===== src/rtl/mant_mult_seq.sv =====
// mant_mult_seq: radix-2 shift-and-add significand multiplier, one adder reused per cycle,
// exits early once the remaining multiplier bits are all zero.
module mant_mult_seq #(
  parameter int WIDTH = 24
) (
  input  logic               clk,
  input  logic               reset,
  input  logic               in_valid,
  output logic               in_ready,
  input  logic [WIDTH-1:0]   a,
  input  logic [WIDTH-1:0]   b,
  output logic               out_valid,
  input  logic               out_ready,
  output logic [2*WIDTH-1:0] product,
  output logic               busy
);
  localparam int CW = (WIDTH > 1) ? $clog2(WIDTH) : 1;
  localparam logic [1:0] IDLE = 2'd0;
  localparam logic [1:0] RUN  = 2'd1;
  localparam logic [1:0] DONE = 2'd2;
  logic [1:0]         r_state;
  logic [2*WIDTH-1:0] r_mcand;
  logic [2*WIDTH-1:0] r_acc;
  logic [WIDTH-1:0]   r_mplier;
  logic [CW-1:0]      r_count;
  logic [WIDTH-1:0]   w_mplier_nxt;
  logic               w_last;
  assign w_mplier_nxt = r_mplier >> 1;
  // the count bound is a backstop; the shifted multiplier empties by then anyway
  assign w_last = (w_mplier_nxt == '0) || (r_count == CW'(WIDTH - 1));
  always_ff @(posedge clk or posedge reset)
    if (reset) begin
      r_state  <= IDLE;
      r_mcand  <= '0;
      r_acc    <= '0;
      r_mplier <= '0;
      r_count  <= '0;
    end else begin
      case (r_state)
        IDLE:
          if (in_valid) begin
            r_mcand  <= {{WIDTH{1'b0}}, a};
            r_mplier <= b;
            r_count  <= '0;
            r_acc    <= '0;
            r_state  <= (a == '0 || b == '0) ? DONE : RUN;
          end
        RUN: begin
          if (r_mplier[0]) r_acc <= r_acc + r_mcand;
          r_mcand  <= r_mcand << 1;
          r_mplier <= w_mplier_nxt;
          r_count  <= r_count + 1'b1;
          r_state  <= w_last ? DONE : RUN;
        end
        DONE:
          if (out_ready) r_state <= IDLE;
        default: r_state <= IDLE;
      endcase
    end
  assign in_ready  = (r_state == IDLE);
  assign out_valid = (r_state == DONE);
  assign busy      = (r_state == RUN);
  assign product   = r_acc;
endmodule


===== config.mk =====
export PLATFORM = sky130hd
export DESIGN_NAME = mant_mult_seq
export DESIGN_NICKNAME = d
export VERILOG_FILES = /design/src/rtl/mant_mult_seq.sv
export SDC_FILE = /design/constraint.sdc
export NUM_CORES = 1
export LEC_CHECK = 0
export ABC_CLOCK_PERIOD_IN_PS = 4700
export CORE_MARGIN = 1
export CORE_UTILIZATION = 58
export CTS_BUF_LIST = sky130_fd_sc_hd__clkbuf_8
export CTS_CLUSTER_DIAMETER = 30
export CTS_CLUSTER_SIZE = 28
export DETAILED_ROUTE_END_ITERATION = 12
export GPL_TIMING_DRIVEN = 1
export HOLD_SLACK_MARGIN = 0.15
export MAX_ROUTING_LAYER = met4
export PLACE_DENSITY = 0.83
export SYNTH_ARGS = -nofsm -noshare
export SYNTH_HDL_FRONTEND = slang
export SYNTH_SLANG_ARGS = --single-unit

===== constraint.sdc =====
create_clock -name clk -period 4.7 [get_ports clk]
set_input_delay 0.94 -clock clk [delete_from_list [all_inputs] [get_ports clk]]
set_output_delay 0.94 -clock clk [all_outputs]
set_load 0.05 [all_outputs]

# [Word level (Yosys, flattened, before mapping)]
# Cells that the tools add are included.
[word_totals] ff_bits=127 elab_cells=37 output_inout_bits=51 in_bits=52
[classes] eq_ne=6 n_reduce_logical=10 mux=14 addsub=2
[op_table] cell="48-bit case mux with 2 select lines" n=2
[op_table] cell="48-bit 2-to-1 mux" n=3
[op_table] cell="24-bit logical NOT" n=3
[op_table] cell="48-bit adder" n=1
[op_table] cell="24-bit case mux with 2 select lines" n=1
[op_table] cell="24-bit 2-to-1 mux" n=1
[op_table] cell="5-bit case mux with 2 select lines" n=1
[op_table] cell="2-bit 2-to-1 mux" n=4
[op_table] cell="2-bit case mux with 3 select lines" n=1
[op_table] cell="5-bit by 1-bit adder with 5-bit output, second input constant" n=1
[op_table] cell="5-bit == test, second input constant" n=1
[op_table] cell="5-bit 2-to-1 mux" n=1
[op_table] cell="2-bit by 1-bit != test with 1-bit output, second input constant" n=2
[op_table] cell="2-bit AND reduction" n=2
[op_table] cell="3-bit AND reduction" n=1
[op_table] cell="2-bit by 1-bit == test with 1-bit output, second input constant" n=1
[op_table] cell="2-bit == test, second input constant" n=1
[op_table] cell="2-bit logical NOT" n=1
[op_table] cell="1-bit logical OR" n=2
[op_table] cell="2-bit != test, second input constant" n=1
[op_table] cell="2-bit nonzero test" n=1

# [Longest topological paths before layout]
[depth] ltp_word=5 depth_mapped=12 depth_no_buf=12

# [Worst setup path before layout]
# OpenSTA, ideal clock, no wires.
[synth_timing] kind="register -> register" start="register r_acc[0], in the netlist product[0]" end="register r_acc[18], in the netlist product[18]" path_slack_ns=1.655 synth_period_minus_slack_ns=3.045 t_required_ns=4.571 setup_time_ns=0.129 arrival_ns=2.916 path_buffers=0 path_stages_with_launch=13 path_cell_list="dfrtp_1 -> ha_1 -> fa_1 -> a21oi_1 -> o21ai_1 -> a21o_1 -> a21oi_1 -> o21ai_1 -> a221oi_1 -> o221ai_1 -> a21oi_1 -> xor2_1 -> o21ai_1"
[synth_between] elab_chain_len=3
[synth_lines] item="start: declaration" line_no="23" text="logic [2*WIDTH-1:0] r_acc;"
[synth_lines] item="start signal: assignment" line_no="49" text="if (r_mplier[0]) r_acc <= r_acc + r_mcand;"
[synth_lines] item="48-bit adder" line_no="49"
[synth_lines] item="48-bit 2-to-1 mux" line_no="49"
[synth_lines] item="48-bit case mux with 2 select lines" line_no="39" text="case (r_state)"
# No other way between the ends. The select of a mux whose other input is x is not followed.
# A chain may end at the register's enable or synchronous reset.

# [Final worst setup path]
# Ends and elaborated chain as after synthesis.

==> results.json <==
{
  "status": "complete, no violations",
  "die_area_mm2": 0.0138,
  "clock-sinks": 127,
  "cts_max_path_buffers": 2,
  "fillers": 954,
  "synth.cell_area_mm2": 0.00776,
  "post_cts_buffers": 0,
  "hold_buffers": 0,
  "finalSetupTns_ps": 0,
  "timing.final.crit_share_pct": 68.3,
  "cpPeakStageDelay_ps": 460,
  "fmaxAchievable_mhz": 312,
  "synth_area_per_cell_um2": 9.16,
  "ys_ff_latch": 127,
  "cts_resized": 0,
  "synth_edf_count": 0,
  "ys.flop_type": "dfrtp_1",
  "drive_gt1_share_pct": 5.34,
  "synth_mux_area_share_pct": 6.35,
  "total_power_uw": 7470,
  "start_kind": "flip-flop",
  "p_leak_uw": 0.00429,
  "diodes": 0,
  "path_cells": "ha_1, fa_1, a21oi_1, o21ai_1, a21o_1, a21oi_1, o21ai_1, a221oi_1, o221ai_1, a21oi_1, xor2_1, o21ai_1",
  "max_cap_violations": 0,
  "vias": 6858,
  "fin_skew_ps": 13.5,
  "synth_nets": 948,
  "final_nets": 1024,
  "period_needed_ps": 3210,
  "yosys_warnings": 0,
  "reg2reg_slack_ps": 1490,
  "h-tree-depth": 4,
  "timing.critical_path.buf_inv": 0,
  "start_util_pct": 60.5,
  "yosys.area.top_type": "dfrtp_1",
  "grt_overflow": 0,
  "setup_violations": 0,
  "synth_top_family_by_area": "compound AO/OA/AOI/OAI gates",
  "drc_errors": 0,
  "core-area_mm2": 0.0128,
  "die_w_um": 118,
  "place_congestion": 0.932,
  "worstPathRequired_ps": 5020,
  "hold_viol_final": 0,
  "rsz0062_at_grt": "false",
  "synth.most_common_cell": "dfrtp_1",
  "slew_violations": 0,
  "tightest_slew_ps": 1120,
  "viasPerCell": 6.19,
  "holdCritPathClass": "reg -> reg",
  "wl_per_cell_um": 17.4,
  "powerDensity_mw_per_mm2": 806,
  "power_frac_comb_pct": 59.9,
  "grt_max_degree": 84,
  "clk_pin_slew_ps": 70,
  "drtIter0Drc": 571,
  "synthArstFlopShare_pct": 100,
  "p_sw_share_pct": 49.0,
  "io_pins": 103,
  "critPathSlowestCell": "a221oi_1",
  "p_switching_uw": 3660,
  "cp.arrival_ps": 3530,
  "ir_drop_uv": 733,
  "crit_fanout": 3,
  "dp_hpwl_um": 13800,
  "clk_latency_ps": 460,
  "synthTopCellsByArea": "dfrtp_1 (41%), ha_1 (7.7%), o21ai_0 (7.1%)",
  "yosys.area_share.adder_pct": 8.00,
  "grt_pass1_vias": 6679,
  "synthSimpleGateAreaFrac_pct": 13.4,
  "ys_types": 59,
  "p_int_uw": 3810,
  "grt_usage_pct": 29.7,
  "clockPowerShare_pct": 12.3,
  "yosysSeqAreaShare_pct": 41.0,
  "rows": 41,
  "antenna_found_initial": 0,
  "die_y_um": 118,
  "drtPass1Iterations": 5,
  "clock-root-buffer": "clkbuf_8",
  "synth_top_area_share_pct": 41.0,
  "grt_pass1_wl_um": 32200,
  "yosys-top-cells-count": "dfrtp_1 (127), nand2_1 (126), o21ai_0 (110)",
  "cp_top_family": "compound AO/OA/AOI/OAI gates",
  "io_buffers": 102,
  "area_growth_pct": 19.4,
  "synthCells": 847,
  "ant_nets": 0,
  "cts_tree": "built",
  "maxSlewHeadroom_pct": 25.6,
  "synth-xor-area-share_pct": 4.97,
  "drt-total-wl_um": 19200,
  "end_kind": "flip-flop",
  "synth-compound-area-share_pct": 23.3,
  "seqPwrFrac_pct": 27.7,
  "crit_type": "reg -> reg",
  "cts_buffers": 17
}
==> sequential cells by signal, indices dropped and copies added, names as in the netlist <==
| register | count |
|---|---|
| r_count | 5 |
| r_mplier | 24 |
| r_state | 2 |
| product | 48 |
| r_mcand | 48 |
==> layout make-up <==
class	instances	area [um^2]	share of cell area [%]
Multi-Input combinational cell	660	4370	47.2
Sequential cell	127	3180	34.3
Timing Repair Buffer	106	1080	11.6
Clock buffer	19	262	2.82
Tap cell	172	215	2.32
Clock inverter	13	121	1.31
Inverter	11	43.8	0.473
==> cell usage in the layout, fill, tap and decap left out, types with 3 or more instances in the layout <==
| cell type | Yosys | final |
|---|---|---|
| a21o_1 | 25 | 25 |
| a21oi_1 | 60 | 60 |
| a22o_1 | 31 | 31 |
| a31oi_1 | 8 | 8 |
| and2_1 | 3 | 3 |
| and3_1 | 4 | 4 |
| clkbuf_8 | 0 | 19 |
| clkdlybuf4s50_1 | 0 | 102 |
| clkinv_2 | 0 | 7 |
| clkinvlp_4 | 0 | 3 |
| dfrtp_1 | 127 | 127 |
| ha_1 | 48 | 48 |
| inv_1 | 11 | 11 |
| mux2i_1 | 47 | 47 |
| nand2_1 | 126 | 126 |
| nand2b_1 | 5 | 5 |
| nand3_1 | 14 | 14 |
| nand4_1 | 11 | 11 |
| nor2_1 | 26 | 26 |
| nor2b_1 | 8 | 7 |
| nor3_1 | 5 | 5 |
| nor4_1 | 17 | 17 |
| o211ai_1 | 3 | 3 |
| o21a_1 | 4 | 4 |
| o21ai_0 | 110 | 110 |
| o21ai_1 | 10 | 10 |
| o21bai_1 | 9 | 8 |
| o31ai_1 | 6 | 6 |
| or4_1 | 3 | 3 |
| xnor2_1 | 24 | 24 |
| xor2_1 | 20 | 20 |
==> power groups by stage <==
stage / Combinational, uW / Sequential [uW] / Clock [uW]
after floorplan: 2790 / 2520 / 0
after global placement: 4260 / 2040 / 0
final: 4480 / 2070 / 922
after detailed placement: 4430 / 2080 / 0
after global routing: 4880 / 2130 / 990
after CTS: 4450 / 2070 / 934
==> worst paths after layout <==
kind                             start           to  depth (start not counted)
max in group asynchronous        reset  r_mplier[2]                          3
min                        r_mplier[1]  r_mplier[1]                          2
min in group asynchronous        reset   r_mcand[8]                          2
max reg2reg                 product[0]  product[18]                         12
max                         product[0]  product[18]                         12
min reg2reg                r_mplier[1]  r_mplier[1]                          2
==> routing by layer <==
| layer | track usage [%] | up-vias | share of wire (%) |
|---|---|---|---|
| li1 | - | 3251 | - |
| met1 | 37.8 | 3327 | 44 |
| met2 | 47.6 | 243 | 49 |
| met3 | 6.06 | 37 | 5.3 |
| met4 | 9.38 | 0 | 1.8 |
| met5 | - | - | 0 |
==> metrics by stage <==
stage               setup slack (ps)  hold slack (ps)  util [%]  cells  cell area, um^2
CTS                             1550              522      72.2   1108             9260
finish                          1490              520      72.2   1108             9260
floorplan                        376              471         -    847             7760
global route                    1330              551      72.2   1108             9260
global placement                1700              488      69.2   1076             8880
detailed placement              1580              504      69.2   1076             8880
==> tightest hold or removal path, delay by kind of cell, from the launching register on <==
family / cells / cell delay [ps]
and+or+nand+nor: 1 / 50
AOI/OAI and AO/OA: 1 / 60
DFF: 1 / 370
==> cell families (layout without fill, tap and decap cells) <==
kind of cell,after synthesis,in the layout
AOI/OAI and AO/OA,289,289
and+or+nand+nor,229,229
DFF,127,127
buffers and inverters,60,149
adders and majority gates,49,49
muxes,49,49
xor gates and xnor gates,44,44
Note: power is estimated with default switching activity, not from simulation.
